--- config.mk ---
export PLATFORM = sky130hd
export DESIGN_NAME = block_serializer
export DESIGN_NICKNAME = d
export VERILOG_FILES = /design/src/rtl/bridge_pkg.sv /design/src/rtl/block_serializer.sv
export SDC_FILE = /design/constraint.sdc
export NUM_CORES = 1
export LEC_CHECK = 0
export ABC_AREA = 0
export CORE_UTILIZATION = 55
export DETAILED_ROUTE_END_ITERATION = 10
export PLACE_DENSITY = 0.91
export SKIP_LAST_GASP = 1
export SYNTH_ARGS = -nofsm -noshare
export SYNTH_HDL_FRONTEND = slang
export SYNTH_SLANG_ARGS = --single-unit
--- constraint.sdc ---
create_clock -name clk -period 39 [get_ports clk]
set_input_delay 5.85 -clock clk [delete_from_list [all_inputs] [get_ports clk]]
set_output_delay 5.85 -clock clk [all_outputs]
set_load 0.02 [all_outputs]
--- src/rtl/bridge_pkg.sv ---
// Shared constants and types for the byte-to-block bridge and its transmit-side serializer.
// Both sides must agree on byte width, block size and byte order.
package bridge_pkg;

    localparam int BYTE_W    = 8;
    localparam int NUM_BYTES = 66;
    localparam int DATA_W    = BYTE_W * NUM_BYTES;
    localparam int CNT_W     = 7;

    typedef logic [DATA_W-1:0] block_t;
    typedef logic [BYTE_W-1:0] byte_t;

    typedef enum logic [1:0] {
        IDLE,
        SEND,
        DONE
    } ser_state_t;

    // Index of the final byte; counting stops here rather than wrapping.
    localparam logic [CNT_W-1:0] LAST_CNT = CNT_W'(NUM_BYTES - 1);

endpackage

--- src/rtl/block_serializer.sv ---
// Captures one 528-bit block and emits it MSB-first as 66 bytes under valid/ready.
// All outputs decode registered state only, so load/byte_ready never reach an output combinationally.
module block_serializer
    import bridge_pkg::*;
(
    input  logic   clk,
    input  logic   rst,
    input  logic   load,
    input  block_t data_in,
    output logic   load_ready,
    output byte_t  byte_out,
    output logic   byte_valid,
    input  logic   byte_ready,
    output logic   done
);

    ser_state_t       state;
    ser_state_t       state_nxt;
    block_t           shreg;
    logic [CNT_W-1:0] count;

    // NOTE: sequential state uses non-blocking assignments so every register samples pre-edge values.
    always_ff @(posedge clk or posedge rst) begin
        if (rst) begin
            state <= IDLE;
        end else begin
            state <= state_nxt;
        end
    end

    // The head byte always sits in the top BYTE_W bits; accepted bytes shift out with zero fill.
    always_ff @(posedge clk or posedge rst) begin
        if (rst) begin
            shreg <= '0;
            count <= '0;
        end else begin
            case (state)
                IDLE: begin
                    if (load) begin
                        shreg <= data_in;
                        count <= '0;
                    end
                end
                SEND: begin
                    if (byte_ready && (count != LAST_CNT)) begin
                        shreg <= shreg << BYTE_W;
                        count <= count + 1'b1;
                    end
                end
                default: begin
                end
            endcase
        end
    end

    // NOTE: every combinational output gets a default first, so no path can infer a latch.
    always_comb begin
        state_nxt = state;
        case (state)
            IDLE: begin
                if (load) begin
                    state_nxt = SEND;
                end
            end
            SEND: begin
                if (byte_ready && (count == LAST_CNT)) begin
                    state_nxt = DONE;
                end
            end
            DONE: begin
                state_nxt = IDLE;
            end
            default: begin
                state_nxt = IDLE;
            end
        endcase
    end

    always_comb begin
        load_ready = 1'b0;
        byte_valid = 1'b0;
        byte_out   = '0;
        done       = 1'b0;
        case (state)
            IDLE: begin
                load_ready = 1'b1;
            end
            SEND: begin
                byte_valid = 1'b1;
                byte_out   = shreg[DATA_W-1 -: BYTE_W];
            end
            DONE: begin
                done = 1'b1;
            end
            default: begin
            end
        endcase
    end

endmodule

======== After elaboration in Yosys (flattened, before gate mapping) ========
Cells that the tools add are included.
storage, ports and cells
  bits in registers ....................... 537
  output and inout port bits .............. 11
  logic and storage cells ................. 30
  input bits .............................. 532
cells by class
  reduce and logical (&&, ||, !) cells .... 6
  eq/ne operators ......................... 7
  muxes and demuxes ....................... 13
  add/subtract/negate cells ............... 1
operators by type and width
  operator               number
  $mux W528              2
  $pmux W528 S2          1
  $mux W7                2
  $pmux W7 S2            1
  $mux W8                1
  $add A7 B1 Y7 const B  1
  $eq A7 B7 Y1 const B   1
  $ne A7 B7 Y1 const B   1
  $ne A2 B2 Y1 const B   3
  $mux W2                2
  $pmux W2 S2            1
  $mux W1                3
  $reduce_and A3 Y1      1
  $eq A2 B1 Y1 const B   1
  $eq A2 B2 Y1 const B   1
  $logic_and A1 B1 Y1    2
  $logic_not A2 Y1       1
  $reduce_and A2 Y1      1
  $reduce_bool A2 Y1     1

======== Longest topological paths before layout ========
  word-level depth ........................ 4
  depth in mapped cells ................... 8
  mapped depth without buffers ............ 5

======== Least setup slack after synthesis ========
OpenSTA, ideal clock, no wires.
  kind .................................... register to output
  from .................................... register state[0]
  to ...................................... output byte_out[2]
  required time ........................... 33.150 ns
  arrival ................................. 1.655 ns
  stages on the path, launching flop included .. 8
  slack ................................... 31.495 ns
  path buffers ............................ 4
  path through ............................ dfrtp_1 -> clkbuf_1 -> nand2b_1 -> clkbuf_1 -> clkbuf_1 -> inv_1 -> clkbuf_1 -> and2_1
on the way
  longest elaborated chain between the ends .. 2
RTL lines
  element                 RTL line                text
  from (decl)             block_serializer.sv:17  ser_state_t state;
  from (signal assigned)  block_serializer.sv:27  state <= state_nxt;
  $eq A2 B1 Y1            block_serializer.sv:84  case (state)
  $mux W8                 block_serializer.sv:84
  to (decl)               block_serializer.sv:11  output byte_t byte_out,
No other way between the ends.

======== Final worst setup path ========
  from .................................... input load
  to ...................................... register shreg[440]
on the way
  longest elaborated chain between the ends .. 2
RTL lines
  element                             RTL line                text
  from (decl)                         block_serializer.sv:8   input logic load,
  $ne A2 B2 Y1 (no source line)       n/a
  $reduce_and A3 Y1 (no source line)  n/a
  to (signal assigned)                block_serializer.sv:40  shreg <= data_in;
  to (signal assigned)                block_serializer.sv:46  shreg <= shreg << BYTE_W;
  to (decl)                           block_serializer.sv:19  block_t shreg;
No other way between the ends.
A chain may end at the register's enable or synchronous reset.

==> implementation parameters <==
Parameter                              Value

Critical path
  Worst Path Arrival ... 11.63 ns
  Largest fanout on the critical path ... 71
  Kind of launch point of the worst setup path ... input port
  Type of the setup path with the least slack ... input port to flop
  CP Cell Sequence ... clkdlybuf4s50_1, nor3b_2, buf_4, or3_4, buf_4, buf_4, buf_4, buf_4, a22oi_2
  Critical path launch point ... load
  Slowest library cell on the worst path ... buf_4
  Worst Setup End Kind ... flop
  Launching point of the worst reg2reg path ... state[0]$_DFFE_PP0P_
  Most used cell, CP ... buf_4
  Data required time at the worst endpoint ... 39.44 ns
  Delay of the slowest critical-path stage ... 0.94 ns

Routing
  Post-detailed-route DRC marker count ... 0
  Total Wirelength ... approximately 100000 um
  Via-per-instance ratio ... between 7 and 8
  Count of routing violations after the opening detailed-route iteration ... between 3000 and 4000
  Antenna Nets Post-Route ... 0
  Detailed Routing Iterations Pass 1 ... 7
  Total via count after detailed routing ... 29600
  Mean routed wirelength per cell ... 24.9 um

STA
  Setup violation total in the final timing report ... 0
  Max-slew headroom ... a little under a quarter
  Final period demand of the worst path ... about 11 ns
  Worst Clk Skew ... around 0.022 ns
  Post-route fraction of the period consumed by the critical path ... roughly 29%
  Max frequency ... around 0.09 GHz
  Slew Limit Fails ... 0
  Setup repair after global routing missed its margin ... false
  Setup TNS ... 0 ns
  Hold Vio Cnt, Final ... 0
  Slew at the pin closest to its max-slew limit ... roughly 1.1 ns

Global routing
  Total routing resource utilization after global routing ... about a third
  Vias in the first global route ... around 28000
  Global route overflow ... 0
  Initial antenna violation count ... between 50 and 60
  First-pass GRT wire length ... 162000 um
  Pin count of the biggest net entering global routing ... 226

Place
  Routability-driven placement congestion ratio ... 0.875
  Number of input and output port buffers inserted ... roughly 540
  Post-DP HPWL ... 61300 um

Finish
  Finished Core Util ... between 60% and 70%
  Synthesis-to-layout area growth ... 18.2%
  Share of cells above drive strength 1 ... between 10% and 20%
  NumNets Final ... between 3000 and 4000

Synthesis
  Post-synth net total ... 3702
  Cell with the most instances after synthesis ... dfrtp_1
  Number of distinct library cell variants in the gate-level netlist after synthesis ... 33
  Sequential area share after synthesis ... about two fifths
  Cell taking the most area after synthesis ... dfrtp_1
  Biggest area contributors in the synthesized netlist ... dfrtp_1, a22oi_2, a221oi_1
  EDFF count, synth ... 0
  Area share of the largest cell type after synthesis ... roughly two fifths
  Ys flop type ... dfrtp_1
  Count of mapped cells out of synthesis ... between 3000 and 4000
  Proportion of synthesized flip-flops having asynchronous set or reset ... between 90% and 100%
  Per-instance average area after synthesis ... about 11 um^2
  Post-synthesis register bit count ... approximately 540
  Netlist area before placement ... ~34000 um^2
  List of most frequent post-synthesis cells ... dfrtp_1, nor2_1, a221oi_1, and3b_1, a22oi_2
  Synthesis Warnings ... 0

Clocking
  Maximum buffer depth of the clock tree ... 3
  CTS H-Tree Depth ... 2
  Clock Latency Late Sink ... 0.63 ns
  Gates resized, CTS repair ... 0
  Number of buffers inserted by hold repair at cts ... 0
  Root buffer cell ... clkbuf_16
  CTS tree ... done
  Clock transition at path regs ... roughly 0.060 ns
  Total clock buffers created by CTS ... 57
  Total number of clock tree sinks ... 537
  # Post-CTS Setup Buffers ... 0

Pwr
  Standby leakage power ... roughly 14 nW
  Ratio of total power to cell area ... between 40 and 50 nW/um^2
  PnR Total Power ... around 1.7 mW
  Worst VDD drop ... between 30 and 40 uV

Die
  Chip height ... 251 um
  Die Width ... 251 um
  Area of the die ... roughly 63000 um^2
  Floorplan Core Area ... 60700 um^2
  Effective utilization at floorplan ... a little under three fifths
  # IOs ... roughly 540
  Placement Rows ... 90

Hold path
  Min-Delay Path Class ... flop to flop
  Hold wc startpoint ... count[6]$_DFFE_PP0P_

Outcome
  Result of the run ... finished clean

Run
  Max cap viols ... 0
-- layout by cell type, fill, tap and decap left out, types with 2 or more instances in the layout --
cell | Yosys | layout
clkbuf_1 | 333 | 18
a22oi_1 | 20 | 20
bufinv_16 | 0 | 2
dfrtp_1 | 537 | 535
nor2_1 | 523 | 523
and3b_1 | 520 | 520
clkdlybuf4s50_1 | 0 | 542
o21ai_0 | 8 | 8
a221oi_1 | 520 | 520
clkinv_8 | 0 | 2
clkinv_2 | 0 | 7
or3_1 | 3 | 2
and2_1 | 8 | 8
buf_12 | 44 | 6
nand3_1 | 12 | 12
or4_1 | 2 | 2
dfrtp_4 | 0 | 2
clkbuf_16 | 0 | 57
buf_4 | 0 | 42
inv_1 | 5 | 4
mux2i_1 | 3 | 3
o211ai_1 | 2 | 2
nand3b_1 | 2 | 2
diode_2 | 0 | 43
nand2_1 | 21 | 21
inv_6 | 0 | 2
ha_1 | 2 | 2
clkbuf_8 | 0 | 17
a22oi_2 | 500 | 500
-- cells by family after synthesis --
logic type	share of synthesized area, %
AND/OR/NAND/NOR	20.0
AO/OA/AOI/OAI	32.5
flip-flops	39.5
buffers and inverters	7.89
multiplexers	0.0883
adder cells (fa/ha/maj)	0.0735
-- worst max-delay path: cells and delay by family --
family,cells,cell delay [ns]
compound gates,1,0.13
simple gates,2,0.88
buf+inv,6,4.58
-- sequential cells by signal, indices dropped and copies added (netlist names) --
name and flops:
count 7, state 2, shreg 528
-- metal layers --
layer  share of wire [%]  GRT usage [%]  vias up
met4                 4.9           16.0       30
met5                0.19              0        -
met1                  40           44.4    14800
met2                  46           47.6     1735
met3                 9.3           6.62      315
li1                    -              -    12700
-- stage by stage --
stage / instances / hold WS (ns) / area [um^2] / worst slack [ns]
floorplan: 3168 / 0.449 / 34000 / 18.14
global placement: 4070 / 0.463 / 38200 / 27.33
detailed placement: 4070 / 0.488 / 38200 / 27.35
CTS: 4175 / 0.497 / 40100 / 27.99
global route: 4211 / 0.508 / 40200 / 27.67
finish: 4218 / 0.496 / 40200 / 27.81
-- power breakdown --
part | leakage (nW) | internal (mW) | switching, mW
registers | 5.39 | 0.663 | 0.0588
clock network | 0.925 | 0.315 | 0.237
logic | 7.38 | 0.242 | 0.193
total | 13.7 | 1.22 | 0.488
-- worst paths after layout --
| path | slack (ns) | to | cells after the start |
|---|---|---|---|
| max in group asynchronous | 30.57 | shreg[18]$_DFFE_PP0P_ | 4 |
| min in group asynchronous | 5.82 | shreg[385]$_DFFE_PP0P_ | 2 |
| worst max-delay path | 27.81 | shreg[440]$_DFFE_PP0P_ | 9 |
| worst min register to register | 0.50 | count[6]$_DFFE_PP0P_ | 1 |
| worst max register to register | 32.68 | shreg[440]$_DFFE_PP0P_ | 8 |
| worst min-delay path | 0.50 | count[6]$_DFFE_PP0P_ | 1 |
-- final cells by class --
type | instances | area, um^2
Sequential cell | 537 | 13400
Timing Repair Buffer | 590 | 5860
Antenna cell | 43 | 108
Inverter | 5 | 26.3
Multi-Input combinational cell | 2156 | 17900
Fill cell | 4403 | 20500
Clock buffer | 92 | 1730
Tap cell | 782 | 978
Clock inverter | 13 | 145
(Power assumes the default switching activity.)
